## src/rtl/bus_ctrl_pkg.sv

```systemverilog
// Shared definitions for the bus sequencer: state encoding, opcodes, bus source indices and
// instruction-register field positions.
package bus_ctrl_pkg;

  typedef enum logic [3:0] {
    StIdle,
    StT0,
    StT1,
    StT2,
    StT3,
    StT4,
    StT5,
    StT6,
    StDone,
    StAbort
  } state_e;

  localparam logic [4:0] OP_ADD  = 5'h03;
  localparam logic [4:0] OP_SUB  = 5'h04;
  localparam logic [4:0] OP_AND  = 5'h05;
  localparam logic [4:0] OP_OR   = 5'h06;
  localparam logic [4:0] OP_ROR  = 5'h07;
  localparam logic [4:0] OP_ROL  = 5'h08;
  localparam logic [4:0] OP_SHR  = 5'h09;
  localparam logic [4:0] OP_SHRA = 5'h0A;
  localparam logic [4:0] OP_SHL  = 5'h0B;
  localparam logic [4:0] OP_MUL  = 5'h0F;
  localparam logic [4:0] OP_DIV  = 5'h10;
  localparam logic [4:0] OP_NEG  = 5'h11;
  localparam logic [4:0] OP_NOT  = 5'h12;

  // Bus source indices; R0..R15 occupy 0..15.
  localparam int unsigned SRC_R0     = 0;
  localparam int unsigned SRC_MDR    = 16;
  localparam int unsigned SRC_HI     = 17;
  localparam int unsigned SRC_LO     = 18;
  localparam int unsigned SRC_ZHIGH  = 19;
  localparam int unsigned SRC_ZLOW   = 20;
  localparam int unsigned SRC_PC     = 21;
  localparam int unsigned SRC_INPORT = 22;
  localparam int unsigned SRC_C      = 23;

  localparam int unsigned IR_OP_MSB = 31;
  localparam int unsigned IR_OP_LSB = 27;
  localparam int unsigned IR_RA_MSB = 26;
  localparam int unsigned IR_RA_LSB = 23;
  localparam int unsigned IR_RB_MSB = 22;
  localparam int unsigned IR_RB_LSB = 19;
  localparam int unsigned IR_RC_MSB = 18;
  localparam int unsigned IR_RC_LSB = 15;

  typedef struct packed {
    logic pc_in;
    logic ir_in;
    logic mar_in;
    logic mdr_in;
    logic y_in;
    logic z_in;
    logic hi_in;
    logic lo_in;
    logic inc_pc;
    logic read;
    logic busy;
    logic done;
    logic err;
  } strobe_t;

endpackage

```

## src/rtl/bus_seq_decode.sv

```systemverilog
// Opcode classifier: legality, multiply/divide (two-word result) and unary (single operand).
module bus_seq_decode
  import bus_ctrl_pkg::*;
(
  input  logic [4:0] op_i,
  output logic       legal_o,
  output logic       is_muldiv_o,
  output logic       is_unary_o
);

  always_comb begin
    legal_o     = 1'b0;
    is_muldiv_o = 1'b0;
    is_unary_o  = 1'b0;
    case (op_i)
      OP_ADD, OP_SUB, OP_AND, OP_OR, OP_ROR, OP_ROL, OP_SHR, OP_SHRA, OP_SHL: begin
        legal_o = 1'b1;
      end
      OP_MUL, OP_DIV: begin
        legal_o     = 1'b1;
        is_muldiv_o = 1'b1;
      end
      OP_NEG, OP_NOT: begin
        legal_o    = 1'b1;
        is_unary_o = 1'b1;
      end
      default: ;
    endcase
  end

endmodule

```

## src/rtl/bus_sequencer.sv

```systemverilog
// Moore control sequencer for the shared datapath bus: fetch plus R-format ALU execute.
// Outputs are decoded from the next state and registered, so they line up with state_q.
module bus_sequencer
  import bus_ctrl_pkg::*;
#(
  parameter int unsigned NUM_SRC     = 24,
  parameter int unsigned ALU_OP_W    = 5,
  parameter int unsigned MEM_TIMEOUT = 16
) (
  input  logic                clock,
  input  logic                clear,
  input  logic                start,
  input  logic [31:0]         IR,
  input  logic                mem_done,
  output logic [NUM_SRC-1:0]  bus_src_sel,
  output logic [15:0]         reg_in,
  output logic                PCin,
  output logic                IRin,
  output logic                MARin,
  output logic                MDRin,
  output logic                Yin,
  output logic                Zin,
  output logic                HIin,
  output logic                LOin,
  output logic                IncPC,
  output logic                Read,
  output logic [ALU_OP_W-1:0] alu_op,
  output logic                busy,
  output logic                done,
  output logic                err
);

  localparam int unsigned CntW = (MEM_TIMEOUT > 1) ? $clog2(MEM_TIMEOUT) : 1;
  localparam logic [CntW-1:0] CntLast = CntW'(MEM_TIMEOUT - 1);

  state_e              state_q, state_d;
  logic [CntW-1:0]     cnt_q, cnt_d;
  strobe_t             strobe_q, strobe_d;
  logic [NUM_SRC-1:0]  src_q, src_d;
  logic [15:0]         reg_in_q, reg_in_d;
  logic [ALU_OP_W-1:0] alu_op_q, alu_op_d;

  logic [4:0] op;
  logic [3:0] ra, rb, rc;
  logic       legal, is_muldiv, is_unary;
  logic       unused_ir;

  assign op = IR[IR_OP_MSB:IR_OP_LSB];
  assign ra = IR[IR_RA_MSB:IR_RA_LSB];
  assign rb = IR[IR_RB_MSB:IR_RB_LSB];
  assign rc = IR[IR_RC_MSB:IR_RC_LSB];
  assign unused_ir = ^IR[IR_RC_LSB-1:0];

  bus_seq_decode u_decode (
    .op_i        (op),
    .legal_o     (legal),
    .is_muldiv_o (is_muldiv),
    .is_unary_o  (is_unary)
  );

  always_comb begin
    state_d = state_q;
    cnt_d   = cnt_q;
    unique case (state_q)
      StIdle: if (start) state_d = StT0;
      StT0: begin
        state_d = StT1;
        cnt_d   = '0;
      end
      StT1: begin
        // mem_done on the final allowed cycle still wins over the timeout.
        if (mem_done) begin
          state_d = StT2;
        end else if (cnt_q == CntLast) begin
          state_d = StAbort;
        end else begin
          cnt_d = cnt_q + 1'b1;
        end
      end
      StT2:    state_d = legal ? StT3 : StAbort;
      StT3:    state_d = StT4;
      StT4:    state_d = StT5;
      StT5:    state_d = is_muldiv ? StT6 : StDone;
      StT6:    state_d = StDone;
      StDone:  state_d = start ? StT0 : StIdle;
      StAbort: state_d = StIdle;
      default: state_d = StIdle;
    endcase
  end

  // Output decode for the state being entered.
  always_comb begin
    logic       src_vld;
    logic [4:0] src_idx;
    strobe_d = '0;
    reg_in_d = '0;
    alu_op_d = '0;
    src_vld  = 1'b0;
    src_idx  = '0;
    strobe_d.busy = (state_d != StIdle);
    unique case (state_d)
      StT0: begin
        src_vld         = 1'b1;
        src_idx         = 5'(SRC_PC);
        strobe_d.mar_in = 1'b1;
        strobe_d.inc_pc = 1'b1;
        strobe_d.z_in   = 1'b1;
      end
      StT1: begin
        src_vld         = 1'b1;
        src_idx         = 5'(SRC_ZLOW);
        strobe_d.pc_in  = (state_q == StT0);
        strobe_d.read   = 1'b1;
        strobe_d.mdr_in = 1'b1;
      end
      StT2: begin
        src_vld        = 1'b1;
        src_idx        = 5'(SRC_MDR);
        strobe_d.ir_in = 1'b1;
      end
      StT3: begin
        src_vld       = 1'b1;
        src_idx       = 5'(SRC_R0) + {1'b0, rb};
        strobe_d.y_in = 1'b1;
      end
      StT4: begin
        src_vld       = 1'b1;
        src_idx       = 5'(SRC_R0) + {1'b0, (is_unary ? rb : rc)};
        strobe_d.z_in = 1'b1;
        alu_op_d      = ALU_OP_W'(op);
      end
      StT5: begin
        src_vld = 1'b1;
        src_idx = 5'(SRC_ZLOW);
        if (is_muldiv) strobe_d.lo_in = 1'b1;
        else           reg_in_d       = 16'(1) << ra;
      end
      StT6: begin
        src_vld        = 1'b1;
        src_idx        = 5'(SRC_ZHIGH);
        strobe_d.hi_in = 1'b1;
      end
      StDone:  strobe_d.done = 1'b1;
      StAbort: strobe_d.err  = 1'b1;
      default: ;
    endcase
    src_d = src_vld ? (NUM_SRC'(1) << src_idx) : '0;
  end

  always_ff @(posedge clock or posedge clear) begin
    if (clear) begin
      state_q  <= StIdle;
      cnt_q    <= '0;
      strobe_q <= '0;
      src_q    <= '0;
      reg_in_q <= '0;
      alu_op_q <= '0;
    end else begin
      state_q  <= state_d;
      cnt_q    <= cnt_d;
      strobe_q <= strobe_d;
      src_q    <= src_d;
      reg_in_q <= reg_in_d;
      alu_op_q <= alu_op_d;
    end
  end

  assign bus_src_sel = src_q;
  assign reg_in      = reg_in_q;
  assign alu_op      = alu_op_q;
  assign PCin        = strobe_q.pc_in;
  assign IRin        = strobe_q.ir_in;
  assign MARin       = strobe_q.mar_in;
  assign MDRin       = strobe_q.mdr_in;
  assign Yin         = strobe_q.y_in;
  assign Zin         = strobe_q.z_in;
  assign HIin        = strobe_q.hi_in;
  assign LOin        = strobe_q.lo_in;
  assign IncPC       = strobe_q.inc_pc;
  assign Read        = strobe_q.read;
  assign busy        = strobe_q.busy;
  assign done        = strobe_q.done;
  assign err         = strobe_q.err;

endmodule

```

## config.mk

```make
export PLATFORM = sky130hd
export DESIGN_NAME = bus_sequencer
export DESIGN_NICKNAME = d
export VERILOG_FILES = /design/src/rtl/bus_ctrl_pkg.sv /design/src/rtl/bus_seq_decode.sv /design/src/rtl/bus_sequencer.sv
export SDC_FILE = /design/constraint.sdc
export NUM_CORES = 1
export LEC_CHECK = 0
export ABC_AREA = 1
export BUFFER_PORTS_ARGS = -buffer_cell sky130_fd_sc_hd__buf_2
export CAP_MARGIN = 10
export CORE_MARGIN = 3
export CORE_UTILIZATION = 50
export DETAILED_ROUTE_END_ITERATION = 16
export PLACE_DENSITY_LB_ADDON = 0.1
export SLEW_MARGIN = 10
export SYNTH_ARGS = -nofsm -noshare
export SYNTH_HDL_FRONTEND = slang
export SYNTH_HIERARCHICAL = 1
export SYNTH_SLANG_ARGS = --single-unit
```

## constraint.sdc

```tcl
create_clock -name clock -period 4.5 [get_ports clock]
set_input_delay 0.9 -clock clock [delete_from_list [all_inputs] [get_ports clock]]
set_output_delay 0.9 -clock clock [all_outputs]
set_load 0.01 [all_outputs]
```

Yosys cells after proc, flatten, opt, wreduce, memory -nomap -nowiden. Index checks and enable logic that the tools add are counted.

Add/subtract/negate cells: 1. Equal/unequal tests: 33. Shift operators: 2. Mux-type cells: 31. Reduce and logical (&&, ||, !) cells: 10.

Operator list (number): one-hot mux 4 bit (9 select lines) (1); == test 4 x 3 -> 1 bit (second input constant) (8); 2-to-1 mux 16 bit (2); 2-to-1 mux 4 bit (8); one-hot mux 5 bit (6 select lines) (1); == test 5 x 4 -> 1 bit (second input constant) (5); 2-to-1 mux 24 bit (1); << shifter 1 x 5 -> 24 bit (first input constant) (1); == test 5 x 3 -> 1 bit (second input constant) (4); == test 4 x 2 -> 1 bit (second input constant) (4); == test 4 bit (second input constant) (4); 2-to-1 mux 1 bit (16); << shifter 1 x 4 -> 16 bit (first input constant) (1); == test 5 bit (second input constant) (3); OR reduction 13 bit (1); == test 4 x 1 -> 1 bit (second input constant) (2); one-hot mux 4 bit (2 select lines) (1); OR reduction 2 bit (4); OR reduction 7 bit (1); == test 5 x 2 -> 1 bit (second input constant) (1); 2-to-1 mux 5 bit (1); adder 4 x 1 -> 4 bit (second input constant) (1); logical NOT 4 bit (1); inequality test 2 bit (second input constant) (2); 3 further kinds (3).

Flip-flop bits (word level): 64. Bits of input ports: 36. Output and inout port bits: 58. Word-level logic and storage cells: 93.

Longest topological paths before layout.
Depth after elaboration: 10. Depth in mapped cells: 16. Gate-level depth less buffers: 16.

Hierarchy. The synthesis kept the hierarchy.

By module, submodules not included: bus_sequencer (instances 1, cells each 262, area each 2521.2 µm², seq. area each 1601.5 µm²); bus_seq_decode (instances 1, cells each 17, area each 75.1 µm², seq. area each 0.0 µm²).

Worst setup path after synthesis. OpenSTA, ideal clock, no wires.

Path kind: input to register. Start point: input IR[30]. End point: register src_q[10] (netlist: bus_src_sel[10]). Library setup time: 0.122 ns. Data arrival time: 2.300 ns. Required time: 4.378 ns. Path slack: 2.078 ns. Stages on the path: 16. Buffers on the path: 0. Cells stage by stage: nor2_4 nand2_1 nor2_1 nor2_1 nand2_1 inv_1 nand3_1 nand2_1 inv_1 nand2_1 nor2_2 nand3_4 nand2_4 inv_2 nand2_1 nor2_1.

Elaborated cells between the ends (all ways): 36. Classes of those cells: 20 x eq/ne; 1 x shift; 10 x mux; 5 x reduce/logical.

RTL lines: from (decl) (RTL line bus_sequencer.sv:13) `input logic [31:0] IR,`; == test 5 bit (RTL line bus_seq_decode.sv:15) `case (op_i)`; OR reduction 2 bit (*); 2-to-1 mux 1 bit (*) (RTL line bus_seq_decode.sv:15); net is_unary (RTL line bus_sequencer.sv:45) `logic legal, is_muldiv, is_unary;`; 2-to-1 mux 4 bit (*) (RTL line bus_sequencer.sv:128) `src_idx = 5'(SRC_R0) + {1'b0, (is_unary ? rb : rc)};`; one-hot mux 5 bit (6 select lines) (*) (RTL line bus_sequencer.sv:101) `unique case (state_d)`; << shifter 1 x 5 -> 24 bit (*) (RTL line bus_sequencer.sv:147) `src_d = src_vld ? (NUM_SRC'(1) << src_idx) : '0;`; 2-to-1 mux 24 bit (*) (RTL line bus_sequencer.sv:147); net src_d[10] (RTL line bus_sequencer.sv:39) `logic [NUM_SRC-1:0] src_q, src_d;`; to (signal assigned) (RTL line bus_sequencer.sv:162) `src_q <= src_d;`; to (decl) (RTL line bus_sequencer.sv:39).

The timed path passes the listed nets; every way through them passes the cells marked *. A chain may end at the register's enable or synchronous reset.

Final worst setup path.
Start point: input IR[30]. End point: register src_q[0] (netlist: bus_src_sel[0]).

The elaborated chain is that of the path after synthesis.

==> flow_summary_export.csv <==
group,metric,value,unit
logic_synthesis,synth.yosys.seq_area_share,61.7,%
worst_hold_path,holdPathStages,1,
cells_and_area,nets,406,
die,rows,25,
setup_path,critPathKind,"input pin to flop",
setup_path,crit_start,"IR[30]",
clock_network,htreeDepth,3,
routing,wl_per_cell,11.5,um
pwr,vdd_drop_max,0.320,mV
cells_and_area,diodes,0,
setup_path,cp_num_buf_inv,4,
setup_path,worstPathMaxFanout,8,
timing,slew_headroom,50.2,%
logic_synthesis,ys.flop_type,"dfrtp_1",
clock_network,numCtsBuffers,9,
pwr,p_per_area,524,nW/um^2
setup_path,path_cells,"buf_2, nor2_4, nand2_1, nor2_1, nor2_1, nand2_1, inv_1, nand3_1, nand2_1, inv_1, nand2_1, nor2_2, nand3_4, nand2_4, inv_2, nand3_1, nor2_1",
global_routing,grt.overflow.total,0,
timing,rsz0062_at_grt,"no",
pwr,totalPowerFinal,0.00170,W
placement,place_congestion,0.876,
routing,drt_first_pass_iters,4,
global_routing,grt_usage,17.8,%
routing,routed-via-count,2020,
cells_and_area,register_area,1600,sq um
timing,hold_viol,0,
setup_path,cp_slowest_stage_delay,0.33,ns
setup_path,cp_top_family,"simple AND/OR/NAND/NOR gates",
timing,fin_setup_tns,0,ns
routing,wl_met1,2310,um
die,dieArea,6090,sq um
routing,wl_met3,289,um
logic_synthesis,yosysMostFrequentCell,"dfrtp_1",
timing,final.setup.worst_slack,1.93,ns
logic_synthesis,synth.top_cells.by_area,"dfrtp_1 (62%), nand2_1 (8.4%), nor2_1 (7.4%), inv_1 (5.6%), nand3_1 (4.2%)",
setup_path,r2r-start,"state_q[2]$_DFF_PP0_",
setup_path,startpoint_type,"input pin",
pwr,p_leak,1.97,nW
setup_path,crit_slowest_cell,"nor2_1",
logic_synthesis,synth-edff-count,0,
placement,port_buffers,78,
cells_and_area,multi_input_area,817,sq um
global_routing,grt_max_degree,65,
cells_and_area,drive_above_1_share,30.2,%
routing,via_per_inst,4.58,
timing,timing.fmax,0.389,GHz
logic_synthesis,synth_top_area_cell,"dfrtp_1",
logic_synthesis,synth_common_cells,"dfrtp_1 (64), nand2_1 (58), nor2_1 (51), inv_1 (39), nand3_1 (22)",
timing,worst_pin_slew,0.747,ns
global_routing,grt_pass1_vias,1886,
global_routing,antenna_found_initial,0,
timing,final.period_utilization,57.1,%
setup_path,worstPathArrival,2.78,ns
placement,hpwlAfterDp,3720,um
clock_network,cts_sinks,64,
logic_synthesis,synth-seq-cells,64,
logic_synthesis,syn_avg_cell_area,9.31,sq um
timing,setup_viol,0,
routing,drc,0,
cells_and_area,synthToLayoutAreaGrowth,24.6,%
setup_path,reg2reg_depth,12,
setup_path,cp.depth,17,
logic_synthesis,async_reset_ff_share,100,%
die,die_h,78.1,um
routing,drt_wl_total,5070,um
placement,dp_slack,1.59,ns
clock_network,root_buffer,"clkbuf_8",
timing,report.final.slew_viol_count,0,
routing,final_antenna_net_count,0,
routing,drt-initial-drc-count,70,
clock_network,ctsResizeCount,0,
clock_network,clockBufferDepth,2,
outcome,status,"finished clean",
logic_synthesis,synthCells,279,
global_routing,grt_pass1_wl,8380,um
clock_network,clk_pin_slew_worst_paths,0.07,ns
routing,maxUsedRoutingLayer,"met4",
logic_synthesis,ys.warnings.count,6,
die,start_util,53.2,%
job,drv_cap,0,
clock_network,postCtsHoldBufs,0,
timing,min_period,2.57,ns
routing,wl_met2,2380,um
setup_path,cpMostUsedCell,"nand2_1",
worst_hold_path,hold_path.class,"flop to flop",
logic_synthesis,yosysTopAreaCellShare,61.7,%
worst_hold_path,min_from,"cnt_q[0]$_DFFE_PP0P_",
timing,final.setup_skew,0.00397,ns
setup_path,required,4.71,ns
clock_network,cts_tree,"done",
die,die_width,78.1,um
clock_network,postCtsSetupBuffers,0,
cells_and_area,nFillCells,438,
clock_network,clock_latency,0.33,ns
logic_synthesis,netlist_area,2600,sq um
die,core_area,4880,sq um
die,ios,94,
setup_path,cp-end-kind,"flop",
logic_synthesis,yosysUniqueCellTypes,28,
## worst reg2reg max path: cells and delay by family, from the launching register on
kind          cells  cell delay, ns
buf+inv           3            0.36
flops             1            0.42
simple gates      9            1.22
## final timing paths
path / endpoint / slack [ns]
max in group asynchronous: reg_in[6]$_DFF_PP0_ / 3.23
hold reg to reg: cnt_q[0]$_DFFE_PP0P_ / 0.51
min in group asynchronous: reg_in[12]$_DFF_PP0_ / 0.78
hold / removal: cnt_q[0]$_DFFE_PP0P_ / 0.51
setup / recovery: bus_src_sel[0]$_DFF_PP0_ / 1.93
setup reg to reg: bus_src_sel[0]$_DFF_PP0_ / 2.37
## sequential cells by signal, indices dropped and copies added, names as in the netlist, 4 cells and up
name / cells
cnt_q: 4
reg_in: 16
alu_op: 5
bus_src_sel: 24
state_q: 4
## where the power goes
| group | total, W | leakage (nW) | internal [W] | switching (W) |
|---|---|---|---|---|
| clock | 0.000418 | 0.0834 | 0.000214 | 0.000204 |
| sequential | 0.000699 | 0.869 | 0.000659 | 0.0000402 |
| combinational | 0.000580 | 1.01 | 0.000187 | 0.000393 |
| total | 0.00170 | 1.97 | 0.00106 | 0.000637 |
## placed cells by master, fill, tap and decap left out, types with 2 or more instances in the layout
| cell | n |
|---|---|
| buf_2 | 78 |
| nor2_2 | 2 |
| nand3_2 | 3 |
| inv_2 | 5 |
| nand4_1 | 4 |
| dfrtp_1 | 64 |
| clkbuf_8 | 10 |
| nand2_1 | 58 |
| nand3_1 | 22 |
| nor3_1 | 3 |
| a21oi_2 | 2 |
| clkinv_2 | 2 |
| nor3_2 | 2 |
| inv_1 | 38 |
| o21ai_0 | 3 |
| a21oi_1 | 4 |
| buf_4 | 2 |
| clkbuf_1 | 3 |
| conb_1 | 4 |
| nor2_1 | 51 |
| nor2_4 | 3 |
## per-layer routing
metal,vias to the layer above,global-route usage [%]
met4,0,8.39
li1,1029,-
met5,-,0
met2,54,27.1
met1,929,23.5
met3,8,5.28
## stage by stage
step	instances	cell area [sq um]	utilization, %	hold slack, ns
floorplan	282	2610	-	0.469
global route	441	3240	66.3	0.529
CTS	441	3240	66.3	0.511
global placement	425	3070	62.9	0.496
detailed placement	425	3070	62.9	0.499
finish	441	3240	66.3	0.507
## cell type report
cell class	instances	share of cell area, %
timing repair buffer	80	12.5
tap	67	2.59
clock inverter	3	0.541
inverter	43	4.99
clock buffer	13	4.60
sequential	64	49.5
multi-input combinational	171	25.3
## cells by family after synthesis
| logic type | share of synthesized area [%] |
|---|---|
| adder cells (fa/ha/maj) | 0.482 |
| AND/OR/NAND/NOR | 26.6 |
| XOR/XNOR | 0.675 |
| flip-flops | 61.7 |
| buffers and inverters | 7.28 |
| AO/OA/AOI/OAI | 3.13 |
| other | 0.144 |
Power figures use the tool's default switching activity.
